==> src/rtl/relogio_pkg.sv <==
// relogio_pkg: constants and helpers shared by the clock counters
// (seconds, minutes and hours).
//   W_LSD / W_M_MSD / W_H_MSD : BCD digit widths
//   MAX_MIN / MAX_HORA        : highest legal minute / hour
//   bin2bcd                   : binary 0..99 to packed two-digit BCD {tens, units},
//                               used at elaboration only
package relogio_pkg;

  localparam int W_LSD   = 4;
  localparam int W_M_MSD = 3;
  localparam int W_H_MSD = 2;

  localparam int unsigned MAX_MIN  = 59;
  localparam int unsigned MAX_HORA = 23;

  function automatic logic [7:0] bin2bcd(input int unsigned v);
    logic [3:0] tens;
    logic [3:0] units;
    tens  = 4'(v / 10);
    units = 4'(v % 10);
    return {tens, units};
  endfunction

endpackage

==> src/rtl/contador_bcd_2d.sv <==
// contador_bcd_2d: two-digit BCD up-counter with a programmable terminal value.
//   clock, reset    : rising-edge clock, async active-high reset (loads INIT_*)
//   inc             : advance by one on this edge
//   max_msd/max_lsd : terminal value; the next step after it is 00
//   lsd, msd        : registered BCD digits
//   wrap            : combinational, high when inc is taken at the terminal value
module contador_bcd_2d
  import relogio_pkg::*;
#(
  parameter int          W_MSD    = 3,
  parameter int unsigned INIT_MSD = 0,
  parameter int unsigned INIT_LSD = 0
) (
  input  logic             clock,
  input  logic             reset,
  input  logic             inc,
  input  logic [W_MSD-1:0] max_msd,
  input  logic [W_LSD-1:0] max_lsd,
  output logic [W_LSD-1:0] lsd,
  output logic [W_MSD-1:0] msd,
  output logic             wrap
);

  logic at_max;

  // Anything at or past the terminal value (including unreachable illegal
  // codes) wraps to 00, so the counter can never get stuck on a bad value.
  assign at_max = (msd > max_msd) || ((msd == max_msd) && (lsd >= max_lsd));
  assign wrap   = inc & at_max;

  always_ff @(posedge clock or posedge reset) begin
    if (reset) begin
      lsd <= W_LSD'(INIT_LSD);
      msd <= W_MSD'(INIT_MSD);
    end else if (inc) begin
      if (at_max) begin
        lsd <= '0;
        msd <= '0;
      end else if (lsd >= W_LSD'(9)) begin
        lsd <= '0;
        msd <= msd + W_MSD'(1);
      end else begin
        lsd <= lsd + W_LSD'(1);
      end
    end
  end

endmodule

==> src/rtl/maq_mh.sv <==
// maq_mh: minutes/hours time-of-day counter (24 h, BCD) with manual set mode.
//   clock, reset        : rising-edge clock, async active-high reset
//   incrementa_minuto   : one-cycle carry from the seconds counter
//   ajuste              : 1 = set mode (carries ignored, buttons active)
//   btn_min, btn_hora   : debounced buttons, rising edge advances the field
//   bcd_m_lsd/bcd_m_msd : minute digits
//   bcd_h_lsd/bcd_h_msd : hour digits
//   incrementa_dia      : registered one-cycle pulse on 23:59 -> 00:00
module maq_mh
  import relogio_pkg::*;
#(
  parameter int unsigned HORA_INICIAL = 0,
  parameter int unsigned MIN_INICIAL  = 0
) (
  input  logic               clock,
  input  logic               reset,
  input  logic               incrementa_minuto,
  input  logic               ajuste,
  input  logic               btn_min,
  input  logic               btn_hora,
  output logic [W_LSD-1:0]   bcd_m_lsd,
  output logic [W_M_MSD-1:0] bcd_m_msd,
  output logic [W_LSD-1:0]   bcd_h_lsd,
  output logic [W_H_MSD-1:0] bcd_h_msd,
  output logic               incrementa_dia
);

  localparam logic [7:0] INIT_H_BCD = bin2bcd(HORA_INICIAL);
  localparam logic [7:0] INIT_M_BCD = bin2bcd(MIN_INICIAL);
  localparam logic [7:0] MAX_M_BCD  = bin2bcd(MAX_MIN);
  localparam logic [7:0] MAX_H_BCD  = bin2bcd(MAX_HORA);

  logic btn_min_q;
  logic btn_hora_q;
  logic edge_min;
  logic edge_hora;
  logic inc_min;
  logic inc_hora;
  logic wrap_min;
  logic wrap_hora;

  assign edge_min  = btn_min  & ~btn_min_q;
  assign edge_hora = btn_hora & ~btn_hora_q;

  // In set mode each field advances on its own button with no carry between
  // them; in normal mode the hour only moves on the minute wrap.
  assign inc_min  = ajuste ? edge_min  : incrementa_minuto;
  assign inc_hora = ajuste ? edge_hora : (incrementa_minuto & wrap_min);

  contador_bcd_2d #(
    .W_MSD    (W_M_MSD),
    .INIT_MSD (int'(INIT_M_BCD[7:4])),
    .INIT_LSD (int'(INIT_M_BCD[3:0]))
  ) u_min (
    .clock   (clock),
    .reset   (reset),
    .inc     (inc_min),
    .max_msd (MAX_M_BCD[W_M_MSD+3:4]),
    .max_lsd (MAX_M_BCD[3:0]),
    .lsd     (bcd_m_lsd),
    .msd     (bcd_m_msd),
    .wrap    (wrap_min)
  );

  contador_bcd_2d #(
    .W_MSD    (W_H_MSD),
    .INIT_MSD (int'(INIT_H_BCD[7:4])),
    .INIT_LSD (int'(INIT_H_BCD[3:0]))
  ) u_hora (
    .clock   (clock),
    .reset   (reset),
    .inc     (inc_hora),
    .max_msd (MAX_H_BCD[W_H_MSD+3:4]),
    .max_lsd (MAX_H_BCD[3:0]),
    .lsd     (bcd_h_lsd),
    .msd     (bcd_h_msd),
    .wrap    (wrap_hora)
  );

  // History flops reset to 1 so a button held through reset is not an edge.
  always_ff @(posedge clock or posedge reset) begin
    if (reset) begin
      btn_min_q      <= 1'b1;
      btn_hora_q     <= 1'b1;
      incrementa_dia <= 1'b0;
    end else begin
      btn_min_q      <= btn_min;
      btn_hora_q     <= btn_hora;
      incrementa_dia <= ~ajuste & incrementa_minuto & wrap_min & wrap_hora;
    end
  end

endmodule
==> config.mk <==
export PLATFORM = sky130hd
export DESIGN_NAME = maq_mh
export DESIGN_NICKNAME = d
export VERILOG_FILES = /design/src/rtl/relogio_pkg.sv /design/src/rtl/contador_bcd_2d.sv /design/src/rtl/maq_mh.sv
export SDC_FILE = /design/constraint.sdc
export NUM_CORES = 1
export LEC_CHECK = 0
export CAP_MARGIN = 10
export CELL_PAD_IN_SITES_DETAIL_PLACEMENT = 1
export CELL_PAD_IN_SITES_GLOBAL_PLACEMENT = 1
export CORE_MARGIN = 2
export CORE_UTILIZATION = 40
export CTS_CLUSTER_DIAMETER = 60
export CTS_CLUSTER_SIZE = 28
export DETAILED_ROUTE_END_ITERATION = 10
export HOLD_SLACK_MARGIN = 0.05
export PLACE_DENSITY_LB_ADDON = 0.3
export SYNTH_ARGS = -nofsm -noshare
export SYNTH_HDL_FRONTEND = slang
export SYNTH_SLANG_ARGS = --single-unit
==> constraint.sdc <==
create_clock -name clock -period 3.2 [get_ports clock]
set_input_delay 0.64 -clock clock [delete_from_list [all_inputs] [get_ports clock]]
set_output_delay 0.64 -clock clock [all_outputs]
set_load 0.1 [all_outputs]
==> results of run 1 <==
[sequential cells by signal, indices dropped and copies added, names as in the netlist]
name            flops
btn_hora_q          1
btn_min_q           1
incrementa_dia      1
u_hora.lsd          4
u_hora.msd          2
u_min.lsd           4
u_min.msd           3
[path summary, 6_finish.rpt]
kind,endpoint,from,slack (ns)
setup / recovery,u_hora.msd[1],u_min.msd[0],0.88
hold / removal,u_min.msd[2],u_min.msd[2],0.49
setup reg to reg,u_hora.msd[1],u_min.msd[0],0.88
hold reg to reg,u_min.msd[2],u_min.msd[2],0.49
max in group asynchronous,u_min.msd[2],reset,2.08
min in group asynchronous,u_hora.lsd[2],reset,0.72
[layout make-up]
class,count,area (um2),area share
multi-input cells,60,446.7,0.4007
well taps,28,35.03,0.03143
repair buffers,19,155.1,0.1392
inverters,13,48.80,0.04377
clock buffers,4,26.28,0.02357
flip-flops and latches,16,402.9,0.3614
[worst reg2reg max path, delay by kind of cell (launching register included)]
kind	cells	cell delay [ns]
flops	1	0.48
simple gates	2	0.29
compound gates	3	1.15
fa+ha+maj	1	0.31
[Yosys cell counts, types with 2 or more instances]
cell type,number
sky130_fd_sc_hd__dfrtp_1,14
sky130_fd_sc_hd__inv_1,13
sky130_fd_sc_hd__ha_1,9
sky130_fd_sc_hd__nand2_1,6
sky130_fd_sc_hd__nor2_1,6
sky130_fd_sc_hd__nor3_1,4
sky130_fd_sc_hd__o21ai_1,4
sky130_fd_sc_hd__a21oi_1,3
sky130_fd_sc_hd__nand3_1,3
sky130_fd_sc_hd__nand3b_1,3
sky130_fd_sc_hd__a22o_1,2
sky130_fd_sc_hd__and2_1,2
sky130_fd_sc_hd__dfstp_2,2
sky130_fd_sc_hd__mux2i_1,2
sky130_fd_sc_hd__o21ai_0,2
sky130_fd_sc_hd__o22ai_1,2
[per-stage QoR]
step	cell area (um2)	instances	util	hold WS (ns)
after floorplan	898.4	89	-	0.5523
after CTS	1115	140	0.5138	0.5045
after global placement	1089	136	0.5017	0.4906
after global routing	1115	140	0.5138	0.5278
final	1115	140	0.5138	0.4904
after detailed placement	1089	136	0.5017	0.4924
[kinds of logic after synthesis]
group           count (synthesis)
simple gates                   29
compound gates                 19
flops                          16
buf+inv                        13
fa+ha+maj                       9
mux                             2
xor+xnor                        1
[placed cells by master, fill, tap and decap left out]
cell                              Yosys  layout
sky130_fd_sc_hd__a2111o_1             1       1
sky130_fd_sc_hd__a21boi_1             1       1
sky130_fd_sc_hd__a21oi_1              3       3
sky130_fd_sc_hd__a22o_1               2       2
sky130_fd_sc_hd__a41o_1               1       1
sky130_fd_sc_hd__and2_1               2       2
sky130_fd_sc_hd__buf_4                0      14
sky130_fd_sc_hd__clkbuf_1             0       1
sky130_fd_sc_hd__clkbuf_4             0       3
sky130_fd_sc_hd__clkdlybuf4s50_1      0       5
sky130_fd_sc_hd__dfrtp_1             14      14
sky130_fd_sc_hd__dfstp_2              2       2
sky130_fd_sc_hd__ha_1                 9       9
sky130_fd_sc_hd__inv_1               13      13
sky130_fd_sc_hd__mux2i_1              2       2
sky130_fd_sc_hd__nand2_1              6       6
sky130_fd_sc_hd__nand2b_2             1       1
sky130_fd_sc_hd__nand3_1              3       3
sky130_fd_sc_hd__nand3b_1             3       3
sky130_fd_sc_hd__nand4_1              1       1
sky130_fd_sc_hd__nor2_1               6       6
sky130_fd_sc_hd__nor3_1               4       4
sky130_fd_sc_hd__nor3b_1              1       1
sky130_fd_sc_hd__nor4b_1              1       1
sky130_fd_sc_hd__nor4bb_1             1       1
sky130_fd_sc_hd__o21ai_0              2       2
sky130_fd_sc_hd__o21ai_1              4       4
sky130_fd_sc_hd__o22ai_1              2       2
sky130_fd_sc_hd__o32ai_1              1       1
sky130_fd_sc_hd__o32ai_4              1       1
sky130_fd_sc_hd__o41ai_1              1       1
sky130_fd_sc_hd__xor2_1               1       1
[per-layer routing]
layer / vias to the layer above / GRT usage
li1: 361 / -
met3: 5 / 0.03509
met4: 0 / 0.07895
met5: - / 0
met2: 14 / 0.3056
met1: 347 / 0.2235
==> key figures, run 1 <==
STA
  – Count of endpoints failing setup in the final report: 0
  – Min setup slack post-route: 0.8838 ns
  – Final critical-path share of the clock period: 0.7238
  – Unrepaired setup endpoints after global routing: false
  – Highest achievable clock rate: 431.7 MHz
  – Number of hold violations in the final report: 0
  – Min cycle time layout: 2.316 ns
  – Max transition margin: 0.5896
  – Worst Clk Skew: 0.008537 ns
  – Max-slew violation count: 0
  – Slew at the pin with the worst max-slew slack: 0.6149 ns
  – Total negative slack: 0 ns

Worst setup path
  – Capturing element type of the critical path: register
  – Req. time, crit path: 3.37 ns
  – Logic depth of the worst path, buffers included: 6
  – Data arrival time at the worst-slack endpoint: 2.49 ns
  – Critical path type: reg -> reg
  – Largest delay contributor family on the critical path: compound AO/OA/AOI/OAI gates
  – Critical-path maximum fanout: 9
  – Critical path buffer and inverter count: 0
  – CP max-delay cell: sky130_fd_sc_hd__dfrtp_1
  – Highest cell delay on the worst timing path: 0.48 ns
  – Startpoint kind of the worst setup timing path: register
  – Cell depth of the worst flop-to-flop path: 6
  – Critical path cell sequence: ha_1 > nor4bb_1 > a2111o_1 > o32ai_4 > nand2b_2 > a22o_1

Cells and area
  – Number of inserted diodes: 0
  – Net count reported at finish: 128
  – Fill cell instance count of the final layout: 273
  – Syn-to-layout area delta: 24.09%
  – Share of post-route cells with drive strength above 1: 0.1875

Drt
  – Wirelength, routed: 1.947 mm
  – DRT Pass-1 Iters: 4
  – Count of antenna-violating nets left after detailed routing: 0
  – Met3 routed wirelength: 58 um
  – Ratio of routed vias to standard cells: 5.193
  – DR WL/cell: 13.91 um
  – Remaining design rule violation count: 0
  – Drt initial violations: 5
  – Via count: 727
  – Highest routed metal layer: met4
  – Total routed wire length on the met1 layer: 848 um
  – Routed length on met2: 1.002 mm

Global routing
  – Largest net degree at the start of global routing: 17
  – Via count of the first global-routing pass: 748
  – Tot GR Track Use: 0.1812
  – Antenna violations before repair: 0
  – Residual overflow from global routing: 0
  – Global-route wire length before repair: 3.484 mm

Place
  – Pre-CTS setup slack: 0.8797 ns
  – Detailed placer's ending HPWL: 1.582 mm
  – Routability cong.: 0.7370
  – Port Buf Inserts: 19

Hold path
  – WHS Path Cells: 1
  – Hold WC Path Type: reg -> reg

Floorplanning
  – Cell row count: 17
  – Initial cell density of the core: 0.4141
  – Die area: 2641 um2
  – I/O pin count: 20
  – Die Y-Extent: 51.39 um
  – Horizontal die dimension: 51.39 um
  – Placeable core area: 2170 um2

Synthesis
  – Number of storage elements in the synthesis netlist: 16
  – Post-synthesis async set-or-reset flop share: 1.000
  – Post-synthesis cell type with the largest combined area: sky130_fd_sc_hd__dfrtp_1
  – Number of distinct library cells after synthesis: 28
  – Register area share after synthesis: 0.4485
  – Synthesized area divided by synthesized cell count: 10.09 um2
  – Dominant combinational cell family by area after synthesis: simple AND/OR/NAND/NOR gates
  – Mapped cell area: 898.4 um2
  – Area share of the leading cell type in the synthesized netlist: 0.3900
  – Compound-cell area share of the yosys netlist: 0.1657
  – Area share of xor/xnor cells in the synthesized design: 0.009749
  – Dominant cells by area after synthesis: sky130_fd_sc_hd__dfrtp_1 39%, sky130_fd_sc_hd__ha_1 13%, sky130_fd_sc_hd__dfstp_2 5.8%
  – Synthesized netlist cell count: 89
  – Number of synthesized flops with an enable pin: 0
  – Mux cell area share after synthesis: 0.02228
  – Warning count from the yosys run: 0
  – Mapped Nets: 104
  – Basic-gate share of the synthesized area counting and, or, nand and nor cells: 0.1741
  – Adder-cell share of the synthesized area: 0.1253
  – Most used DFF post-synth: sky130_fd_sc_hd__dfrtp_1

Outcome
  – Result of the run: finished clean

Clock network
  – Clock tree from TritonCTS: yes
  – Clock transition at the register clock pins on the worst setup and hold paths after CTS: 0.08 ns
  – Master cell of the clock root buffer: sky130_fd_sc_hd__clkbuf_4
  – Num CTS Buffers: 3
  – Latest clock arrival within the worst-skew pair: 0.29 ns
  – Post-CTS sizing: 0
  – H-Tree Depth: 1
  – Buffer depth of the longest clock path: 2
  – Total of hold buffers inserted after clock tree synthesis: 0
  – Setup fix buffers added after clock tree synthesis: 0
  – Sink Count: 16

Flow run
  – Number of maximum-capacitance violations: 0
Power of run 1 is left out: the tool's default activity adds up to more than one toggle a clock period on the data nets, which glitch-free logic cannot reach.
==> run 2: changes to the inputs <==
--- a/config.mk
+++ b/config.mk
@@ -9,7 +9,7 @@
 export CELL_PAD_IN_SITES_DETAIL_PLACEMENT = 1
 export CELL_PAD_IN_SITES_GLOBAL_PLACEMENT = 1
 export CORE_MARGIN = 2
-export CORE_UTILIZATION = 40
+export CORE_UTILIZATION = 37
 export CTS_CLUSTER_DIAMETER = 60
 export CTS_CLUSTER_SIZE = 28
 export DETAILED_ROUTE_END_ITERATION = 10
==> constraint.sdc (replaced) <==
create_clock -name clock -period 2.3 [get_ports clock]
set_input_delay 0.46 -clock clock [delete_from_list [all_inputs] [get_ports clock]]
set_output_delay 0.46 -clock clock [all_outputs]
set_load 0.1 [all_outputs]
==> key figures, run 2 (synthesized netlist as in run 1, its figures left out) <==
Floorplanning
  – Placeable core area: 2255 um2 (+3.9%)
  – Cell row count: 17 (unchanged)
  – Initial cell density of the core: 0.3984 (-0.01563)
  – I/O pin count: 20 (unchanged)
  – Horizontal die dimension: 53.28 um (+3.7%)
  – Die Y-Extent: 53.28 um (+3.7%)
  – Die area: 2838 um2 (+7.5%)

Cells and area
  – Syn-to-layout area delta: 31.62%
  – Share of post-route cells with drive strength above 1: 0.3017 (+0.1142)
  – Net count reported at finish: 132 (+3.1%)
  – Fill cell instance count of the final layout: 279 (+2.2%)
  – Most common library cell in the layout ignoring fill and taps: sky130_fd_sc_hd__buf_4
  – Top library cells by usage in the layout, fill and taps aside: 18 x sky130_fd_sc_hd__buf_4, 12 x sky130_fd_sc_hd__inv_1, 8 x sky130_fd_sc_hd__ha_1
  – Fin area: 1182 um2 (+6.1%)
  – Largest registers: u_hora.lsd x4, u_min.lsd x4, u_min.msd x3
  – Number of inserted diodes: 0 (unchanged)

Flow run
  – Number of maximum-capacitance violations: 0 (unchanged)

Drt
  – Met3 routed wirelength: 98 um (+69%)
  – Count of antenna-violating nets left after detailed routing: 0 (unchanged)
  – Highest routed metal layer: met4
  – Drt initial violations: 6 (+1)
  – DRT Pass-1 Iters: 4 (unchanged)
  – Via count: 754 (+3.7%)
  – Ratio of routed vias to standard cells: 5.236 (+0.83%)
  – DR WL/cell: 14.51 um (+4.3%)
  – Wirelength, routed: 2.089 mm (+7.3%)
  – Remaining design rule violation count: 0 (unchanged)
  – Routed length on met2: 985 um (-1.7%)
  – Total routed wire length on the met1 layer: 974 um (+15%)

STA
  – Highest achievable clock rate: 461.0 MHz (+6.8%)
  – Total negative slack: 0 ns (unchanged)
  – Max-slew violation count: 0 (unchanged)
  – Number of hold violations in the final report: 0 (unchanged)
  – Min Hold Slack: 0.4913 ns (+0.0008710 ns)
  – Final critical-path share of the clock period: 0.9432 (+0.2194)
  – Worst Clk Skew: 0.01846 ns (+0.009926 ns)
  – Unrepaired setup endpoints after global routing: false
  – Max transition margin: 0.5843 (-0.005350)
  – Min cycle time layout: 2.169 ns (-0.1469 ns)
  – Count of endpoints failing setup in the final report: 0 (unchanged)
  – Slew at the pin with the worst max-slew slack: 0.6229 ns (+0.008016 ns)

Clock network
  – Clock transition at the register clock pins on the worst setup and hold paths after CTS: 0.11 ns (+0.03 ns)
  – Sink Count: 16 (unchanged)
  – Num CTS Buffers: 3 (unchanged)
  – H-Tree Depth: 1 (unchanged)
  – Latest clock arrival within the worst-skew pair: 0.30 ns (about the same)
  – Master cell of the clock root buffer: sky130_fd_sc_hd__clkbuf_4
  – Clock tree from TritonCTS: yes
  – Buffer depth of the longest clock path: 2 (unchanged)

Worst setup path
  – Reg2reg setup slack: 0.13 ns (-0.75 ns)
  – Cell depth of the worst flop-to-flop path: 7 (+1)
  – Critical-path maximum fanout: 6 (-3)
  – Data arrival time at the worst-slack endpoint: 2.34 ns (-0.15 ns)
  – Critical path type: reg -> reg
  – Reg-to-Reg Start: u_min.msd[1]
  – Req. time, crit path: 2.47 ns (-0.90 ns)
  – Capturing element type of the critical path: register
  – Reg2Reg Capture Point: u_hora.msd[0]
  – Startpoint kind of the worst setup timing path: register

Global routing
  – Tot GR Track Use: 0.1707 (-0.01047)
  – Largest net degree at the start of global routing: 17 (unchanged)
  – Global-route wire length before repair: 3.443 mm (-1.2%)
  – Via count of the first global-routing pass: 772 (+3.2%)
  – Antenna violations before repair: 0 (unchanged)
  – Residual overflow from global routing: 0 (unchanged)

Place
  – Routability cong.: 0.7910 (+7.3%)
  – Port Buf Inserts: 19 (unchanged)
  – Instance area at placement: 1119 um2 (+2.8%)
  – Detailed placer's ending HPWL: 1.573 mm (-0.57%)

Hold path
  – WHS Path Cells: 1 (unchanged)
  – Startpoint of the worst hold path: u_min.msd[2]
  – Hold WC Path Type: reg -> reg
  – Worst Hold Path EP: u_min.msd[2]

Outcome
  – Result of the run: finished clean
==> run 2: changes by cell type in the layout (fill, tap and decap cells not counted), sizes merged <==
cell and change:
buf +4
==> run 2: cell type report <==
cell class / instances / area (um2) / share of cell area
clock buffer: 4 / 26.28 / 0.02222
tap: 28 / 35.03 / 0.02963
sequential: 16 / 422.9 / 0.3577
inverter: 13 / 48.80 / 0.04127
timing repair buffer: 23 / 185.2 / 0.1566
multi-input combinational: 60 / 464.2 / 0.3926
==> run 2: metrics by stage <==
step / setup WS (ns) / std cells / util
floorplan: 0.002299 / 89 / -
global placement: 0.1626 / 137 / 0.4961
detailed placement: 0.008844 / 137 / 0.4961
CTS: 0.04907 / 143 / 0.5144
global route: 0.01239 / 144 / 0.5244
finish: 0.1307 / 144 / 0.5244
==> run 2: how the worst max path moves through the flow <==
stage / start / to / cells past startpoint
final: u_min.msd[1] / u_hora.msd[0] / 7
after CTS: u_min.msd[1] / u_hora.msd[0] / 7
after floorplan: u_min.lsd[2] / u_hora.msd[1] / 5
after global placement: u_min.msd[1] / u_hora.msd[1] / 7
after detailed placement: u_min.msd[1] / u_hora.msd[0] / 7
after global routing: u_min.msd[1] / u_hora.msd[0] / 7
==> run 2: worst max-delay path, cell delays in order (launching register included) <==
cell                       delay [ns]
sky130_fd_sc_hd__dfrtp_4         0.51
sky130_fd_sc_hd__inv_2           0.08
sky130_fd_sc_hd__ha_4            0.15
sky130_fd_sc_hd__nor3_1          0.05
sky130_fd_sc_hd__a2111o_1        0.47
sky130_fd_sc_hd__o32ai_4         0.43
sky130_fd_sc_hd__nand2b_4        0.09
sky130_fd_sc_hd__a22o_1          0.25
==> run 2: layer usage <==
layer / track usage / vias to the layer above
met5: 0 / -
met4: 0.07692 / 0
met3: 0.02825 / 4
met2: 0.2716 / 18
met1: 0.2248 / 365
li1: - / 367
==> run 2: repair_timing <==
item / CTS / global route
endpoints found under the setup margin: 2 / 5
gates resized for setup: 0 / 3
buffers inserted: 2 / 1
pin swaps: 1 / 2
hold buffers: 0 / 0
Power of run 2 is left out for the same reason.
==> patch, RTL diff (flow settings as in run 2) <==
Make the reset (`reset`) synchronous in 2 clocked blocks. Comments in the files are not updated.
--- a/src/rtl/contador_bcd_2d.sv
+++ b/src/rtl/contador_bcd_2d.sv
@@ -28,7 +28,7 @@
   assign at_max = (msd > max_msd) || ((msd == max_msd) && (lsd >= max_lsd));
   assign wrap   = inc & at_max;
 
-  always_ff @(posedge clock or posedge reset) begin
+  always_ff @(posedge clock) begin
     if (reset) begin
       lsd <= W_LSD'(INIT_LSD);
       msd <= W_MSD'(INIT_MSD);
--- a/src/rtl/maq_mh.sv
+++ b/src/rtl/maq_mh.sv
@@ -78,7 +78,7 @@
   );
 
   // History flops reset to 1 so a button held through reset is not an edge.
-  always_ff @(posedge clock or posedge reset) begin
+  always_ff @(posedge clock) begin
     if (reset) begin
       btn_min_q      <= 1'b1;
       btn_hora_q     <= 1'b1;
Check against the original RTL: differs if reset is asserted again (counterexample within 4 cycles, from zero or initial values and one cycle with reset high); with reset held inactive, the same outputs for 10 cycles.
==> patch against run 2 <==
- non-clock buffer count shrank 4
- clock skew shrank 0.017 ns
- first-iteration DRC count is the same
- setup slack gained 0.25 ns
- wire length shrank 2.0%
- die area shrank 0.52%
- sequential cell count is the same
- maximum frequency grew 13%
- area after synthesis shrank 0.56%
- final area shrank 5.4%
- highest routed layer unchanged
Power is left out: it rests on default switching activity, and per cell area and clock period it moved more than threefold.
==> patch: results (changes against run 2) <==
Distinct cells, synth 37 (+32%); Seq/Total Area, Yosys 0.3585 (-0.08992); Placed Cells 142 (+3.6%); post-CTS setup buffer count 0 (-2); first-pass GRT wire length 3456 um (+0.38%); Rel. slew slack 0.6657 (+0.08147); WHS Path Cells 2 (+1); biggest regs u_hora.lsd (4), u_min.lsd (4), u_min.msd (3); DRT Pass-1 Iters 3 (-1); CP max-delay cell dfxtp_2; NumNets Final 134 (+1.5%); Num CTS Buffers 3 (unchanged); fillers 286 (+2.5%); slowest stage delay, CP 0.38 ns (-0.13 ns); DPL Wire Length 1600 um (+1.7%); WL/cell 14.02 um (-3.4%); Syn Inst Count 96 (+7.9%); status complete, no violations; Net Count, Synth 111 (+6.7%); CP max FO 6 (unchanged); Arr. time, crit path 2.09 ns (-0.25 ns); Setup WS pre-CTS 0.2100 ns (+0.2011 ns); Synth area leaders dfxtp_1, ha_1, a21oi_1, nor2_1, a32oi_4; H-tree levels 1 (unchanged); Post-synth ARST share 0 (-1.000); Post-Layout Cell Count 146 (+1.4%); layout cells sized above 1 0.2627 (-0.03901); largest net degree at the start of global routing 14 (-3); Via Count 767 (+1.7%); Setup violations, final 0 (unchanged); initial antenna violation count 0 (unchanged); top cells by count, synth dfxtp_1, ha_1, nor2_1; Final GP Congestion 0.7254 (-8.3%); GRT Total Usage 0.1729 (+0.002152); vias in the first global route 802 (+3.9%); Clock Skews 0.001224 ns (-0.01724 ns)
## patch: cell count changes after synthesis, sizes merged, moves of 3 or more
cell,before,now
nor3,4,1
nor2b,0,3
inv,13,7
dfrtp,14,0
dfxtp,0,16
or2,0,3
a21oi,3,7
## patch: per-layer routing
layer,GRT usage,up-vias,part of all wire,routed length [um]
li1,-,384,-,-
met1,0.1900,365,0.43,882
met2,0.3000,14,0.51,1043
met3,0.02825,4,0.033,68
met4,0.1197,0,0.026,53
met5,0,-,0,0
## patch: cell families (layout without fill, tap and decap cells)
logic type | count (synthesis) | after routing | share of synthesized area
and+or+nand+nor | 39 | 39 | 0.2479
AOI/OAI and AO/OA | 20 | 20 | 0.1905
DFF | 16 | 16 | 0.3585
adders and majority gates | 9 | 9 | 0.1261
buffers and inverters | 8 | 30 | 0.03782
xor gates and xnor gates | 4 | 4 | 0.03922
## patch: final cells by class
type / count / area, um^2 / area share
tap: 28 / 35.03 / 0.03132
multi-input combinational: 72 / 539.3 / 0.4821
inverter: 7 / 26.28 / 0.02349
clock buffer: 4 / 36.28 / 0.03244
timing repair buffer: 19 / 155.1 / 0.1387
sequential: 16 / 326.6 / 0.2919
## patch: final timing paths
path                                       to     startpoint  slack (ns)
worst max register to register  u_hora.lsd[3]   u_min.lsd[1]        0.38
worst max-delay path            u_hora.lsd[3]   u_min.lsd[1]        0.38
worst min register to register  u_hora.lsd[1]  u_hora.lsd[1]        0.48
worst min-delay path            u_hora.lsd[1]  u_hora.lsd[1]        0.48
## patch: critical path, delay by kind of cell (launching register included)
family | cells | cell delay [ns]
AOI/OAI and AO/OA | 3 | 0.74
and+or+nand+nor | 2 | 0.43
buffers and inverters | 1 | 0.06
DFF | 1 | 0.38
adders and majority gates | 1 | 0.18
